`src/rtl/spi_tx_core.sv`:
```
// Transmit-only SPI master: shifts a latched word out MSB-first on o_mosi with a
// generated o_sck (idle low, programmable half-period) and frames it with o_start/o_finish.
module spi_tx_core #(
  parameter int DATA_WIDTH  = 8,
  parameter int DELAY_WIDTH = 32
) (
  input  logic                   i_clk,
  input  logic                   i_rst_n,
  input  logic                   i_start,
  input  logic [3:0]             i_data_length,
  input  logic [DATA_WIDTH-1:0]  i_data,
  input  logic [DELAY_WIDTH-1:0] i_delay,
  output logic                   o_mosi,
  output logic                   o_sck,
  output logic                   o_start,
  output logic                   o_finish
);

  localparam int IDX_W = (DATA_WIDTH > 1) ? $clog2(DATA_WIDTH) : 1;
  localparam logic [4:0]             LEN_MAX = 5'(DATA_WIDTH);
  localparam logic [DELAY_WIDTH-1:0] DLY_ONE = DELAY_WIDTH'(1);
  localparam logic [IDX_W-1:0]       IDX_ONE = IDX_W'(1);

  typedef enum logic [1:0] {IDLE, SCK_HIGH, SCK_LOW} state_t;

  state_t                 r_state, w_state_nxt;
  logic [DATA_WIDTH-1:0]  r_data, w_data_nxt;
  logic [DELAY_WIDTH-1:0] r_delay, w_delay_nxt;
  logic [DELAY_WIDTH-1:0] r_cnt, w_cnt_nxt;
  logic [IDX_W-1:0]       r_bit_idx, w_bit_idx_nxt;
  logic                   r_mosi, w_mosi_nxt;
  logic                   r_sck, w_sck_nxt;
  logic                   r_start, w_start_nxt;
  logic                   r_finish, w_finish_nxt;

  // Out-of-range operands are folded to their safe values before being latched.
  logic [DELAY_WIDTH-1:0] w_delay_eff;
  logic [4:0]             w_len_in, w_len_eff;
  logic [IDX_W-1:0]       w_idx_init, w_idx_dec;
  logic                   w_cnt_done;

  assign w_delay_eff = (i_delay == '0) ? DLY_ONE : i_delay;
  assign w_len_in    = {1'b0, i_data_length};
  assign w_len_eff   = ((w_len_in == 5'd0) || (w_len_in > LEN_MAX)) ? LEN_MAX : w_len_in;
  assign w_idx_init  = IDX_W'(w_len_eff - 5'd1);
  assign w_idx_dec   = r_bit_idx - IDX_ONE;
  assign w_cnt_done  = (r_cnt == '0);

  // NOTE: state is updated with non-blocking assignments so every register samples
  // the pre-edge values; blocking here would create order-dependent simulation.
  always_ff @(posedge i_clk or negedge i_rst_n) begin
    if (!i_rst_n) r_state <= IDLE;
    else          r_state <= w_state_nxt;
  end

  // NOTE: each combinational block assigns a default first so no path can infer a latch.
  always_comb begin
    w_state_nxt = r_state;
    case (r_state)
      IDLE:     if (i_start)    w_state_nxt = SCK_HIGH;
      SCK_HIGH: if (w_cnt_done) w_state_nxt = SCK_LOW;
      SCK_LOW:  if (w_cnt_done) w_state_nxt = (r_bit_idx == '0) ? IDLE : SCK_HIGH;
      default:                  w_state_nxt = IDLE;
    endcase
  end

  // The counter is preloaded with D-1 so each SCK phase lasts exactly D cycles.
  always_comb begin
    w_data_nxt    = r_data;
    w_delay_nxt   = r_delay;
    w_cnt_nxt     = r_cnt;
    w_bit_idx_nxt = r_bit_idx;
    w_mosi_nxt    = r_mosi;
    w_sck_nxt     = r_sck;
    w_start_nxt   = 1'b0;
    w_finish_nxt  = 1'b0;
    case (r_state)
      IDLE: begin
        w_sck_nxt  = 1'b0;
        w_mosi_nxt = 1'b0;
        if (i_start) begin
          w_data_nxt    = i_data;
          w_delay_nxt   = w_delay_eff;
          w_cnt_nxt     = w_delay_eff - DLY_ONE;
          w_bit_idx_nxt = w_idx_init;
          w_mosi_nxt    = i_data[w_idx_init];
          w_sck_nxt     = 1'b1;
          w_start_nxt   = 1'b1;
        end
      end
      SCK_HIGH: begin
        if (w_cnt_done) begin
          w_sck_nxt = 1'b0;
          w_cnt_nxt = r_delay - DLY_ONE;
        end else begin
          w_cnt_nxt = r_cnt - DLY_ONE;
        end
      end
      SCK_LOW: begin
        if (!w_cnt_done) begin
          w_cnt_nxt = r_cnt - DLY_ONE;
        end else if (r_bit_idx == '0) begin
          w_mosi_nxt   = 1'b0;
          w_finish_nxt = 1'b1;
        end else begin
          w_bit_idx_nxt = w_idx_dec;
          w_mosi_nxt    = r_data[w_idx_dec];
          w_sck_nxt     = 1'b1;
          w_cnt_nxt     = r_delay - DLY_ONE;
        end
      end
      default: begin
        w_sck_nxt  = 1'b0;
        w_mosi_nxt = 1'b0;
      end
    endcase
  end

  // NOTE: the word register is a plain flop bank, so clearing it on reset is cheap and
  // keeps a reset-aborted transfer from leaving stale data behind.
  always_ff @(posedge i_clk or negedge i_rst_n) begin
    if (!i_rst_n) begin
      r_data    <= '0;
      r_delay   <= '0;
      r_cnt     <= '0;
      r_bit_idx <= '0;
      r_mosi    <= 1'b0;
      r_sck     <= 1'b0;
      r_start   <= 1'b0;
      r_finish  <= 1'b0;
    end else begin
      r_data    <= w_data_nxt;
      r_delay   <= w_delay_nxt;
      r_cnt     <= w_cnt_nxt;
      r_bit_idx <= w_bit_idx_nxt;
      r_mosi    <= w_mosi_nxt;
      r_sck     <= w_sck_nxt;
      r_start   <= w_start_nxt;
      r_finish  <= w_finish_nxt;
    end
  end

  assign o_mosi   = r_mosi;
  assign o_sck    = r_sck;
  assign o_start  = r_start;
  assign o_finish = r_finish;

endmodule

```
`config.mk`:
```
export PLATFORM = sky130hd
export DESIGN_NAME = spi_tx_core
export DESIGN_NICKNAME = d
export VERILOG_FILES = /design/src/rtl/spi_tx_core.sv
export SDC_FILE = /design/constraint.sdc
export NUM_CORES = 1
export LEC_CHECK = 0
export ABC_AREA = 0
export CAP_MARGIN = 30
export CORE_MARGIN = 5
export CORE_UTILIZATION = 55
export CTS_BUF_LIST = sky130_fd_sc_hd__clkbuf_8
export CTS_CLUSTER_DIAMETER = 100
export DETAILED_ROUTE_END_ITERATION = 10
export PLACE_DENSITY_LB_ADDON = 0.05
export SYNTH_ARGS = -nofsm -noshare
export SYNTH_HDL_FRONTEND = slang
export SYNTH_SLANG_ARGS = --single-unit
```
`constraint.sdc`:
```
create_clock -name i_clk -period 6.3 [get_ports i_clk]
set_input_delay 0.63 -clock i_clk [delete_from_list [all_inputs] [get_ports i_clk]]
set_output_delay 0.63 -clock i_clk [all_outputs]
set_load 0.1 [all_outputs]
```
==> impl_metrics.ini <==
[status]
status = finished clean

[synth]
synthSimpleGateAreaFrac_pct = 18.2
synth_top_family_by_area = simple AND/OR/NAND/NOR gates
synth_compound_area_share_pct = 17.9
synthAdderAreaFrac_pct = 2.32
synth_ff_type = dfrtp_1
synth-seq-cells = 81
yosysWarnings = 0
netlist_area_mm2 = 0.00485
synth_nets = 562
synthXorXnorAreaFrac_pct = 1.99
synth-seq-area-share_pct = 41.8
syn_inst = 506
synth_edf_count = 0
yosysUniqueCellTypes = 51
async_flop_share_pct = 100
synthMuxAreaShare_pct = 13.4
syn_area_per_cell_um2 = 9.59

[worst_setup_path]
r2r_start = r_state[0]$_DFFE_PN0P_
crit_arrival_ns = 4.18
cp.required_ns = 6.57
r2r.worst_path.cells = 9
reg2reg_to = r_cnt[21]$_DFFE_PN0P_
cp_max_fo = 61
cp-end-kind = flip-flop
critPathKind = flip-flop to flip-flop
ff2ff_setup_slack_ns = 2.39
startpoint_type = flip-flop

[clock_tree]
post-cts-setup-buffers = 0
cts_tree = yes
clock-sinks = 81
cts_made_buffers = 9
clk_latency_ns = 0.35
clock_path_buffers = 2
clockRootBuffer = clkbuf_8
cts_resized = 0
htreeDepth = 3
path_clk_slew_ns = 0.08
ctsHoldBuffers = 0

[global_route]
overflow = 0
grt_pass1_wl_um = 21100
grt_antenna_before_repair = 0
track_usage_pct = 23.5
grt_pass1_vias = 4199
grt_start_max_net_pins = 62

[floorplanning]
die_h_um = 104
core_area_mm2 = 0.00868
ios = 51
initial_core_util_pct = 55.9
rows = 34
die_w_um = 104
dieArea_mm2 = 0.0108

[routing]
drc = 0
wire_per_inst_um = 19.4
finalWirelength_um = 12700
drtIter0Drc = 293
num_vias = 4204
firstDrtPassIters = 4
via_per_inst = 6.43
antenna_left = 0

[power]
p_leak_nw = 2.20
peakVddDrop_v = 0.000443
p_per_area_mw_per_mm2 = 520
p_total_mw = 2.92

[cells_and_area]
fillCellCount = 740
nets = 599
final_common_cell = dfrtp_1
instances_no_fill = 654
regArea_mm2 = 0.00203
postLayoutCoreUtil_pct = 64.7
drive_gt1_share_pct = 14.1
num_antenna_cells = 0
fin_area_mm2 = 0.00561
syn2layout_area_growth_pct = 15.7
multiInputGateArea_mm2 = 0.00262
final_cell_mix = dfrtp_1, nor2_1, clkdlybuf4s50_1

[sta]
fin_worst_skew_ns = 0.0177
finalMaxSlewViolations = 0
period_needed_ns = 3.91
finalCritPeriodShare_pct = 62.0
worst_pin_slew_ns = 0.999
max_clock_freq_mhz = 256
hold_violations = 0
fin_ws_ns = 2.39
setup_tns_ns = 0
holdWs_ns = 0.246
setup_violations = 0
slew_headroom_pct = 33.4
rsz0062_at_grt = no

[place]
placedCellCount = 639
post-place-ws_ns = 2.47
dpl_cell_area_mm2 = 0.00538
io_buffer_count = 50
gp_congestion = 0.898
post-dp-hpwl_um = 9030

[flow_run]
drv_cap = 0

[hold_path]
holdCritPathClass = input port to asynchronous set/reset pin
area by class of cell:
type	instances	share of cell area (%)
Multi-Input combinational cell	384	46.6
Sequential cell	81	36.1
Timing Repair Buffer	56	9.99
Clock buffer	10	2.45
Tap cell	108	2.41
Clock inverter	4	1.67
Inverter	11	0.736
routing by layer:
metal	track usage, %	wire length, µm
met1	33.1	5850
met2	37.5	6040
met3	3.85	659
met4	7.12	121
met5	0	0
sequential cells by signal, indices dropped and copies added (netlist names):
name and cells:
r_delay 32, r_state 2, r_bit_idx 3, o_finish 1, r_cnt 32, o_mosi 1
o_sck 1, r_data 8, o_start 1
worst max path at each step:
stage | startpoint | endpoint | slack, ns | cells past startpoint
2_1_floorplan | r_state[0]$_DFFE_PN0P_ | r_cnt[25]$_DFFE_PN0P_ | 3.10 | 10
3_3_place_gp | r_state[0]$_DFFE_PN0P_ | r_cnt[29]$_DFFE_PN0P_ | 2.62 | 9
3_5_place_dp | r_state[0]$_DFFE_PN0P_ | r_cnt[29]$_DFFE_PN0P_ | 2.47 | 9
4_1_cts | r_state[0]$_DFFE_PN0P_ | r_cnt[29]$_DFFE_PN0P_ | 2.45 | 9
5_1_grt | r_state[0]$_DFFE_PN0P_ | r_cnt[29]$_DFFE_PN0P_ | 2.11 | 9
6_report | r_state[0]$_DFFE_PN0P_ | r_cnt[21]$_DFFE_PN0P_ | 2.39 | 9
Yosys cell counts (4+ instances only):
| cell | number | area [µm²] |
|---|---|---|
| a21o_1 | 11 | 82.6 |
| a21oi_1 | 28 | 140 |
| a31oi_1 | 43 | 269 |
| and4_1 | 4 | 35.0 |
| buf_1 | 5 | 18.8 |
| buf_2 | 6 | 30.0 |
| buf_6 | 7 | 78.8 |
| clkbuf_1 | 12 | 45.0 |
| dfrtp_1 | 81 | 2030 |
| ha_1 | 9 | 113 |
| inv_1 | 11 | 41.3 |
| mux2_2 | 46 | 518 |
| mux2i_1 | 4 | 40.0 |
| mux4_2 | 4 | 90.1 |
| nand2_1 | 26 | 97.6 |
| nand3_1 | 13 | 65.1 |
| nand4_1 | 9 | 56.3 |
| nor2_1 | 57 | 214 |
| nor3_1 | 7 | 35.0 |
| nor4_1 | 19 | 119 |
| o21ai_0 | 29 | 145 |
| o31ai_1 | 8 | 60.1 |
| or3_1 | 9 | 56.3 |
| or4_1 | 10 | 75.1 |
| xnor2_1 | 6 | 52.6 |
| xor2_1 | 5 | 43.8 |
kinds of logic after synthesis:
kind of cell	after synthesis
AO/OA/AOI/OAI	140
XOR/XNOR	11
adder cells (fa/ha/maj)	9
buffers and inverters	41
flip-flops	81
multiplexers	54
AND/OR/NAND/NOR	170
worst max-delay path: stages (launching register included):
cell and delay [ns]:
dfrtp_1 0.44, inv_1 0.10, ha_2 0.33, buf_4 0.52
a21oi_1 0.14, a21oi_1 0.34, nand4_1 0.49, or4_1 0.84
or4_1 0.46, a31oi_1 0.17
report_power, final:
group	switching, mW	total, mW	leakage [nW]	internal, mW
combinational	0.876	1.48	1.13	0.605
sequential	0.200	0.986	0.945	0.786
clock	0.183	0.452	0.120	0.269
total	1.26	2.92	2.20	1.66
Note: power is estimated with default switching activity, not from simulation.
